### src/rtl/ctl_paddles.sv
// ---------------------------------------------------------------------------
// ctl_paddles
// Drives N_PLY independent paddle positions from raw up/down buttons. Each
// channel synchronises its buttons, moves only on the frame tick, speeds up
// while a direction is held and saturates at the top/bottom limits.
//
// Ports
//   clk       in   system clock, all state on posedge
//   rst       in   asynchronous active-high reset
//   tick      in   one-clk frame strobe; positions move only on tick
//   btn_up    in   [N_PLY]        raw up buttons (asynchronous)
//   btn_down  in   [N_PLY]        raw down buttons (asynchronous)
//   pos       out  [N_PLY*POS_W]  packed positions, channel i at [i*POS_W +: POS_W]
//   at_top    out  [N_PLY]        position equals POS_MIN
//   at_bot    out  [N_PLY]        position equals POS_MAX
//   moving    out  [N_PLY]        channel is in its RUN state
// ---------------------------------------------------------------------------
module ctl_paddles #(
   parameter int N_PLY        = 2,
   parameter int POS_W        = 10,
   parameter int POS_MIN      = 5,
   parameter int POS_MAX      = 590,
   parameter int POS_INIT     = 63,
   parameter int SPEED_MIN    = 1,
   parameter int SPEED_MAX    = 4,
   parameter int ACCEL_FRAMES = 8
) (
   input  logic                     clk,
   input  logic                     rst,
   input  logic                     tick,
   input  logic [N_PLY-1:0]         btn_up,
   input  logic [N_PLY-1:0]         btn_down,
   output logic [N_PLY*POS_W-1:0]   pos,
   output logic [N_PLY-1:0]         at_top,
   output logic [N_PLY-1:0]         at_bot,
   output logic [N_PLY-1:0]         moving
);

   localparam int SPD_W = $clog2(SPEED_MAX + 1);
   localparam int HC_W  = (ACCEL_FRAMES > 1) ? $clog2(ACCEL_FRAMES) : 1;

   localparam logic [0:0] ST_IDLE = 1'b0;
   localparam logic [0:0] ST_RUN  = 1'b1;

   localparam logic [1:0] DIR_NONE = 2'b00;
   localparam logic [1:0] DIR_DOWN = 2'b01;
   localparam logic [1:0] DIR_UP   = 2'b10;

   // Limits widened by one bit so step sums/compares cannot wrap.
   localparam logic [POS_W:0]    MIN_X    = (POS_W+1)'(POS_MIN);
   localparam logic [POS_W:0]    MAX_X    = (POS_W+1)'(POS_MAX);
   localparam logic [POS_W-1:0]  MIN_P    = POS_W'(POS_MIN);
   localparam logic [POS_W-1:0]  MAX_P    = POS_W'(POS_MAX);
   localparam logic [POS_W-1:0]  INIT_P   = POS_W'(POS_INIT);
   localparam logic [SPD_W-1:0]  SPD_LO   = SPD_W'(SPEED_MIN);
   localparam logic [SPD_W-1:0]  SPD_HI   = SPD_W'(SPEED_MAX);
   localparam logic [HC_W-1:0]   HC_LAST  = HC_W'(ACCEL_FRAMES - 1);

   // Parameter sanity, evaluated at elaboration.
   if (!((POS_MIN <= POS_INIT) && (POS_INIT <= POS_MAX) && (POS_MAX < (2 ** POS_W)))) begin : g_bad_pos
      $error("ctl_paddles: need POS_MIN <= POS_INIT <= POS_MAX < 2**POS_W");
   end
   if (!((SPEED_MIN >= 1) && (SPEED_MIN <= SPEED_MAX))) begin : g_bad_spd
      $error("ctl_paddles: need 1 <= SPEED_MIN <= SPEED_MAX");
   end
   if (!(SPEED_MAX <= (POS_MAX - POS_MIN))) begin : g_bad_range
      $error("ctl_paddles: need SPEED_MAX <= POS_MAX - POS_MIN");
   end
   if (!(ACCEL_FRAMES >= 1)) begin : g_bad_accel
      $error("ctl_paddles: need ACCEL_FRAMES >= 1");
   end

   for (genvar g = 0; g < N_PLY; g++) begin : g_ch
      logic [1:0]        up_sync_q;   // [0] first stage, [1] usable
      logic [1:0]        dn_sync_q;
      logic [0:0]        state_q,    state_d;
      logic [SPD_W-1:0]  spd_q,      spd_d;
      logic [HC_W-1:0]   hcnt_q,     hcnt_d;
      logic [1:0]        last_dir_q, last_dir_d;
      logic [POS_W-1:0]  pos_q,      pos_d;
      logic [1:0]        dir_s;
      logic              restart_s;
      logic              clamp_s;
      logic [SPD_W-1:0]  step_s;
      logic [POS_W:0]    pos_x_s;
      logic [POS_W:0]    step_x_s;
      logic [POS_W:0]    sum_x_s;
      logic [POS_W-1:0]  diff_s;
      logic [POS_W-1:0]  next_pos_s;

      // Two-flop synchronisers for the raw buttons.
      always_ff @(posedge clk or posedge rst) begin
         if (rst) begin
            up_sync_q <= 2'b00;
            dn_sync_q <= 2'b00;
         end else begin
            up_sync_q <= {up_sync_q[0], btn_up[g]};
            dn_sync_q <= {dn_sync_q[0], btn_down[g]};
         end
      end

      // Direction decode: exactly one button pressed moves, otherwise none.
      always_comb begin
         dir_s = DIR_NONE;
         case ({up_sync_q[1], dn_sync_q[1]})
            2'b10:   dir_s = DIR_UP;
            2'b01:   dir_s = DIR_DOWN;
            default: dir_s = DIR_NONE;
         endcase
      end

      // Saturating step: a start or reversal always uses the minimum speed.
      always_comb begin
         restart_s  = (state_q == ST_IDLE) || (dir_s != last_dir_q);
         step_s     = restart_s ? SPD_LO : spd_q;
         step_x_s   = (POS_W+1)'(step_s);
         pos_x_s    = {1'b0, pos_q};
         sum_x_s    = pos_x_s + step_x_s;
         diff_s     = pos_q - POS_W'(step_s);
         clamp_s    = 1'b0;
         next_pos_s = pos_q;
         case (dir_s)
            DIR_UP: begin
               if (pos_x_s < (MIN_X + step_x_s)) begin
                  clamp_s    = 1'b1;
                  next_pos_s = MIN_P;
               end else begin
                  clamp_s    = 1'b0;
                  next_pos_s = diff_s;
               end
            end
            DIR_DOWN: begin
               if (sum_x_s > MAX_X) begin
                  clamp_s    = 1'b1;
                  next_pos_s = MAX_P;
               end else begin
                  clamp_s    = 1'b0;
                  next_pos_s = sum_x_s[POS_W-1:0];
               end
            end
            default: begin
               clamp_s    = 1'b0;
               next_pos_s = pos_q;
            end
         endcase
      end

      // Per-channel FSM and speed ramp; everything holds between ticks.
      always_comb begin
         state_d    = state_q;
         spd_d      = spd_q;
         hcnt_d     = hcnt_q;
         last_dir_d = last_dir_q;
         pos_d      = pos_q;
         if (tick) begin
            if (dir_s == DIR_NONE) begin
               state_d = ST_IDLE;
               spd_d   = SPD_LO;
               hcnt_d  = {HC_W{1'b0}};
            end else begin
               state_d    = ST_RUN;
               last_dir_d = dir_s;
               pos_d      = next_pos_s;
               if (clamp_s || restart_s) begin
                  // Hitting a limit or starting fresh drops back to slow.
                  spd_d  = SPD_LO;
                  hcnt_d = {HC_W{1'b0}};
               end else if (hcnt_q == HC_LAST) begin
                  hcnt_d = {HC_W{1'b0}};
                  spd_d  = (spd_q == SPD_HI) ? spd_q : (spd_q + SPD_W'(1));
               end else begin
                  spd_d  = spd_q;
                  hcnt_d = hcnt_q + HC_W'(1);
               end
            end
         end else begin
            state_d    = state_q;
            pos_d      = pos_q;
         end
      end

      // Channel state registers.
      always_ff @(posedge clk or posedge rst) begin
         if (rst) begin
            state_q    <= ST_IDLE;
            spd_q      <= SPD_LO;
            hcnt_q     <= {HC_W{1'b0}};
            last_dir_q <= DIR_NONE;
            pos_q      <= INIT_P;
         end else begin
            state_q    <= state_d;
            spd_q      <= spd_d;
            hcnt_q     <= hcnt_d;
            last_dir_q <= last_dir_d;
            pos_q      <= pos_d;
         end
      end

      assign pos[g*POS_W +: POS_W] = pos_q;
      assign at_top[g]             = (pos_q == MIN_P);
      assign at_bot[g]             = (pos_q == MAX_P);
      assign moving[g]             = (state_q == ST_RUN);
   end

endmodule

### config.mk
export PLATFORM = sky130hd
export DESIGN_NAME = ctl_paddles
export DESIGN_NICKNAME = d
export VERILOG_FILES = /design/src/rtl/ctl_paddles.sv
export SDC_FILE = /design/constraint.sdc
export NUM_CORES = 1
export LEC_CHECK = 0
export ABC_AREA = 1
export BUFFER_PORTS_ARGS = -buffer_cell sky130_fd_sc_hd__clkbuf_2
export CELL_PAD_IN_SITES_DETAIL_PLACEMENT = 0
export CELL_PAD_IN_SITES_GLOBAL_PLACEMENT = 1
export CORE_UTILIZATION = 30
export CTS_CLUSTER_DIAMETER = 40
export CTS_CLUSTER_SIZE = 30
export DETAILED_ROUTE_END_ITERATION = 8
export PLACE_DENSITY = 0.64
export RECOVER_POWER = 50
export SLEW_MARGIN = 15
export SYNTH_ARGS = -nofsm -noshare
export SYNTH_HDL_FRONTEND = slang
export SYNTH_SLANG_ARGS = --single-unit
export TNS_END_PERCENT = 10
### constraint.sdc
create_clock -name clk -period 10.3 [get_ports clk]
set_clock_uncertainty 0.15 [all_clocks]
set_input_delay 1.545 -clock clk [delete_from_list [all_inputs] [get_ports clk]]
set_output_delay 1.545 -clock clk [all_outputs]
set_load 0.005 [all_outputs]
==> flow_summary_export.csv <==
group,metric,value,unit
global_route,grt_use_met2,25.6,%
final_layout,n_fill_cell,1421,
place,dpl.hpwl,7820,um
setup_path,worstPathCellList,"inv_1 -> ha_1 -> inv_1 -> o21ai_0 -> a21oi_1 -> nand2_1 -> nor2_1 -> inv_1 -> ha_1 -> inv_1 -> fa_1 -> or2_2 -> nor2_1 -> nand3_1 -> nand3_1 -> nand2_1 -> nand2_2 -> nand2_4 -> o211ai_4 -> nand2_1 -> nand2_1 -> nand2_1",
timing,tns,0,ps
power,p_per_area,221,mW/mm2
clocking,clk_pin_slew,70,ps
final_layout,fin_cells,734,
yosys,muxShareOfSynthArea,0,%
setup_path,path_max_fanout,14,
timing,worst_pin_slew,1780,ps
detailed_routing,num_vias,3483,
setup_path,cp_top_family,"simple AND/OR/NAND/NOR gates",
yosys,synth_top_area_share,20.3,%
yosys,yosysTopAreaCell,"dfrtp_1",
detailed_routing,wl_per_cell,13.6,um
setup_path,worst-setup-path-type,"reg2reg",
worst_hold_path,hp-class,"reg2reg",
clocking,cts_root_buffer,"clkbuf_16",
yosys,ys_ff_latch,46,
die,die_height,117,um
global_route,grt_pass1_wl,16900,um
yosys,syn_nets,583,
final_layout,antenna_cells,0,
global_route,grt.total_usage,15.7,%
yosys,synthTopCellsByCount,"124 x nand2_1, 67 x inv_1, 54 x nor2_1, 46 x nand3_1, 36 x ha_1",
detailed_routing,firstDrtPassIters,4,
timing,relSlewSlack,-18.8,%
timing,drv_slew,47,
yosys,ys.warnings.count,0,
detailed_routing,wl,9980,um
final_layout,fin_util,34.5,%
setup_path,crit_buf_inv,4,
setup_path,cp-startpoint,"g_ch[0].up_sync_q[1]$_DFF_PP0_",
yosys,ys_types,40,
global_route,grt_pass1_vias,3367,
global_route,grt.met3_usage,2.96,%
setup_path,timing.rr.end,"g_ch[0].spd_q[2]$_DFFE_PP0P_",
global_route,grt_max_degree,47,
place,placed_area,0.00424,mm2
power,p_leak,2.14,nW
clocking,hold_buffers,0,
timing,setup_viol,0,
place,port_buffers,32,
timing,period_minus_slack,4080,ps
setup_path,worst_setup_path_end_kind,"register",
yosys,synth_fa_ha_area_share,13.5,%
clocking,clk_latency,280,ps
clocking,numCtsBuffers,5,
die,core_area,0.0127,mm2
clocking,cts.repair.resized,0,
setup_path,reg2regPathDepth,22,
place,gp_congestion,0.827,
setup_path,regToRegStartpoint,"g_ch[0].up_sync_q[1]$_DFF_PP0_",
yosys,avgSynthCellArea,7.35,um2
timing,fin_crit_sh,39.6,%
setup_path,path_depth,22,
clocking,cts_setup_buffers,0,
setup_path,crit_required,10320,ps
global_route,busiest_layer,"met2",
global_route,antenna_found_initial,0,
setup_path,cp-endpoint,"g_ch[0].spd_q[2]$_DFFE_PP0P_",
clocking,cts_tree,"done",
clocking,cts_max_level,2,
yosys,synth_xor_area_share,4.67,%
yosys,synthArstFlopShare,100,%
yosys,synth_top_family_by_area,"simple AND/OR/NAND/NOR gates",
final_layout,nNetsFinal,608,
yosys,netlist_area,0.00394,mm2
setup_path,slowest_delay,420,ps
yosys,synth-compound-area-share,9.91,%
setup_path,path_common_cell,"nand2_1",
yosys,ys_dominant_reg_cell,"dfrtp_1",
outcome,outcome,"finished with violations",
final_layout,drive_above_1_share,16.5,%
detailed_routing,drtAntennaViolNets,0,
die,top_level_ports,33,
clocking,cts.sinks,46,
timing,fmax,0.245,GHz
final_layout,syn_to_final_growth,11.3,%
setup_path,worst-r2r-setup-slack,6220,ps
timing,hold_viol,0,
detailed_routing,drc,0,
die,dieArea,0.0136,mm2
outcome,violations,"capacitance limit, slew limit",
setup_path,slowest_stage,"fa_1",
setup_path,start_kind,"register",
setup_path,critical_path_arrival,4100,ps
yosys,yosysSeqAreaShare,29.7,%
yosys,synthMostInstantiatedCell,"nand2_1",
place,post-place-cells,726,
die,start_util,31.0,%
yosys,synth_enable_flop_cells,0,
yosys,synthesis.instances,536,
die,rows,41,
power,ir_drop,0.0000942,V
global_route,met1_usage,22.2,%
yosys,synthTopCellsByArea,"dfrtp_1 20%, nand2_1 12%, ha_1 11%",
die,die_x,117,um
run,cap_violations,1,
yosys,yosys.area_share.simple,32.7,%
detailed_routing,avgViaCountPerCell,4.75,
detailed_routing,drt-initial-drc-count,238,
timing,rsz0062_at_grt,"false",
clocking,max-clock-path-buffers,2,
final_layout,final_area,0.00438,mm2
global_route,grt_overflow,0,
## worst min-delay path by stage
| stage | to | from | slack [ps] | cells after the start |
|---|---|---|---|---|
| floorplan | g_ch[0].dn_sync_q[1]$_DFF_PP0_ | g_ch[0].dn_sync_q[0]$_DFF_PP0_ | 180 | 0 |
| global placement | g_ch[1].dn_sync_q[1]$_DFF_PP0_ | g_ch[1].dn_sync_q[0]$_DFF_PP0_ | 180 | 0 |
| detailed placement | g_ch[0].dn_sync_q[1]$_DFF_PP0_ | g_ch[0].dn_sync_q[0]$_DFF_PP0_ | 190 | 0 |
| CTS | g_ch[0].dn_sync_q[1]$_DFF_PP0_ | g_ch[0].dn_sync_q[0]$_DFF_PP0_ | 200 | 0 |
| global route | g_ch[0].up_sync_q[1]$_DFF_PP0_ | g_ch[0].up_sync_q[0]$_DFF_PP0_ | 210 | 0 |
| finish | g_ch[0].dn_sync_q[1]$_DFF_PP0_ | g_ch[0].dn_sync_q[0]$_DFF_PP0_ | 200 | 0 |
## layout make-up
class / instances / area [um2] / share of cell area (%)
multi-input cells: 398 / 2390 / 54.5
flip-flops and latches: 46 / 1170 / 26.7
inverters: 76 / 285 / 6.51
well taps: 172 / 215 / 4.91
repair buffers: 34 / 169 / 3.85
clock buffers: 6 / 139 / 3.17
clock inverters: 2 / 16.3 / 0.371
## registers in the layout (all words and copies together), names as in the netlist
name             count
g_ch.dn_sync_q       4
g_ch.up_sync_q       4
g_ch.pos_q          20
g_ch.last_dir_q      4
g_ch.state_q         2
g_ch.spd_q           6
g_ch.hcnt_q          6
## metrics by stage
| step | setup slack (ps) | hold slack [ps] | total power, mW |
|---|---|---|---|
| after floorplan | 7020 | 181 | 0.672 |
| after global placement | 6270 | 184 | 0.809 |
| after detailed placement | 6270 | 188 | 0.807 |
| after CTS | 6240 | 204 | 0.982 |
| after global routing | 5850 | 208 | 1.07 |
| final | 6220 | 201 | 0.968 |
## metal layers
layer | share of wire (%) | vias up
met3 | 3.6 | 4
met2 | 46 | 64
met1 | 50 | 1638
met4 | 0.43 | 0
li1 | - | 1777
met5 | 0 | -
## report_power, final
group          switching [mW]  total (mW)  internal (mW)  leakage (nW)
clock network          0.0718       0.169         0.0975        0.0735
logic                   0.295       0.470          0.175          1.52
registers              0.0881       0.329          0.241         0.546
total                   0.455       0.968          0.513          2.14
## kinds of logic (layout without fill, tap and decap cells)
group           after synthesis  count (layout)
simple gates                274             274
fa+ha+maj                    40              40
flops                        46              46
compound gates               63              63
buf+inv                      92             118
xor+xnor                     21              21
## cells in the final DEF (no fill, tap or decap), types with 14 or more instances in the layout
| master | count |
|---|---|
| nand2_1 | 124 |
| inv_1 | 68 |
| nor2_1 | 54 |
| nand3_1 | 46 |
| ha_1 | 36 |
| dfrtp_1 | 32 |
| clkbuf_2 | 30 |
| o21ai_0 | 21 |
| a21oi_1 | 16 |
| xor2_1 | 15 |
| nand4_1 | 14 |
| dfstp_2 | 14 |
(Power assumes the default switching activity.)
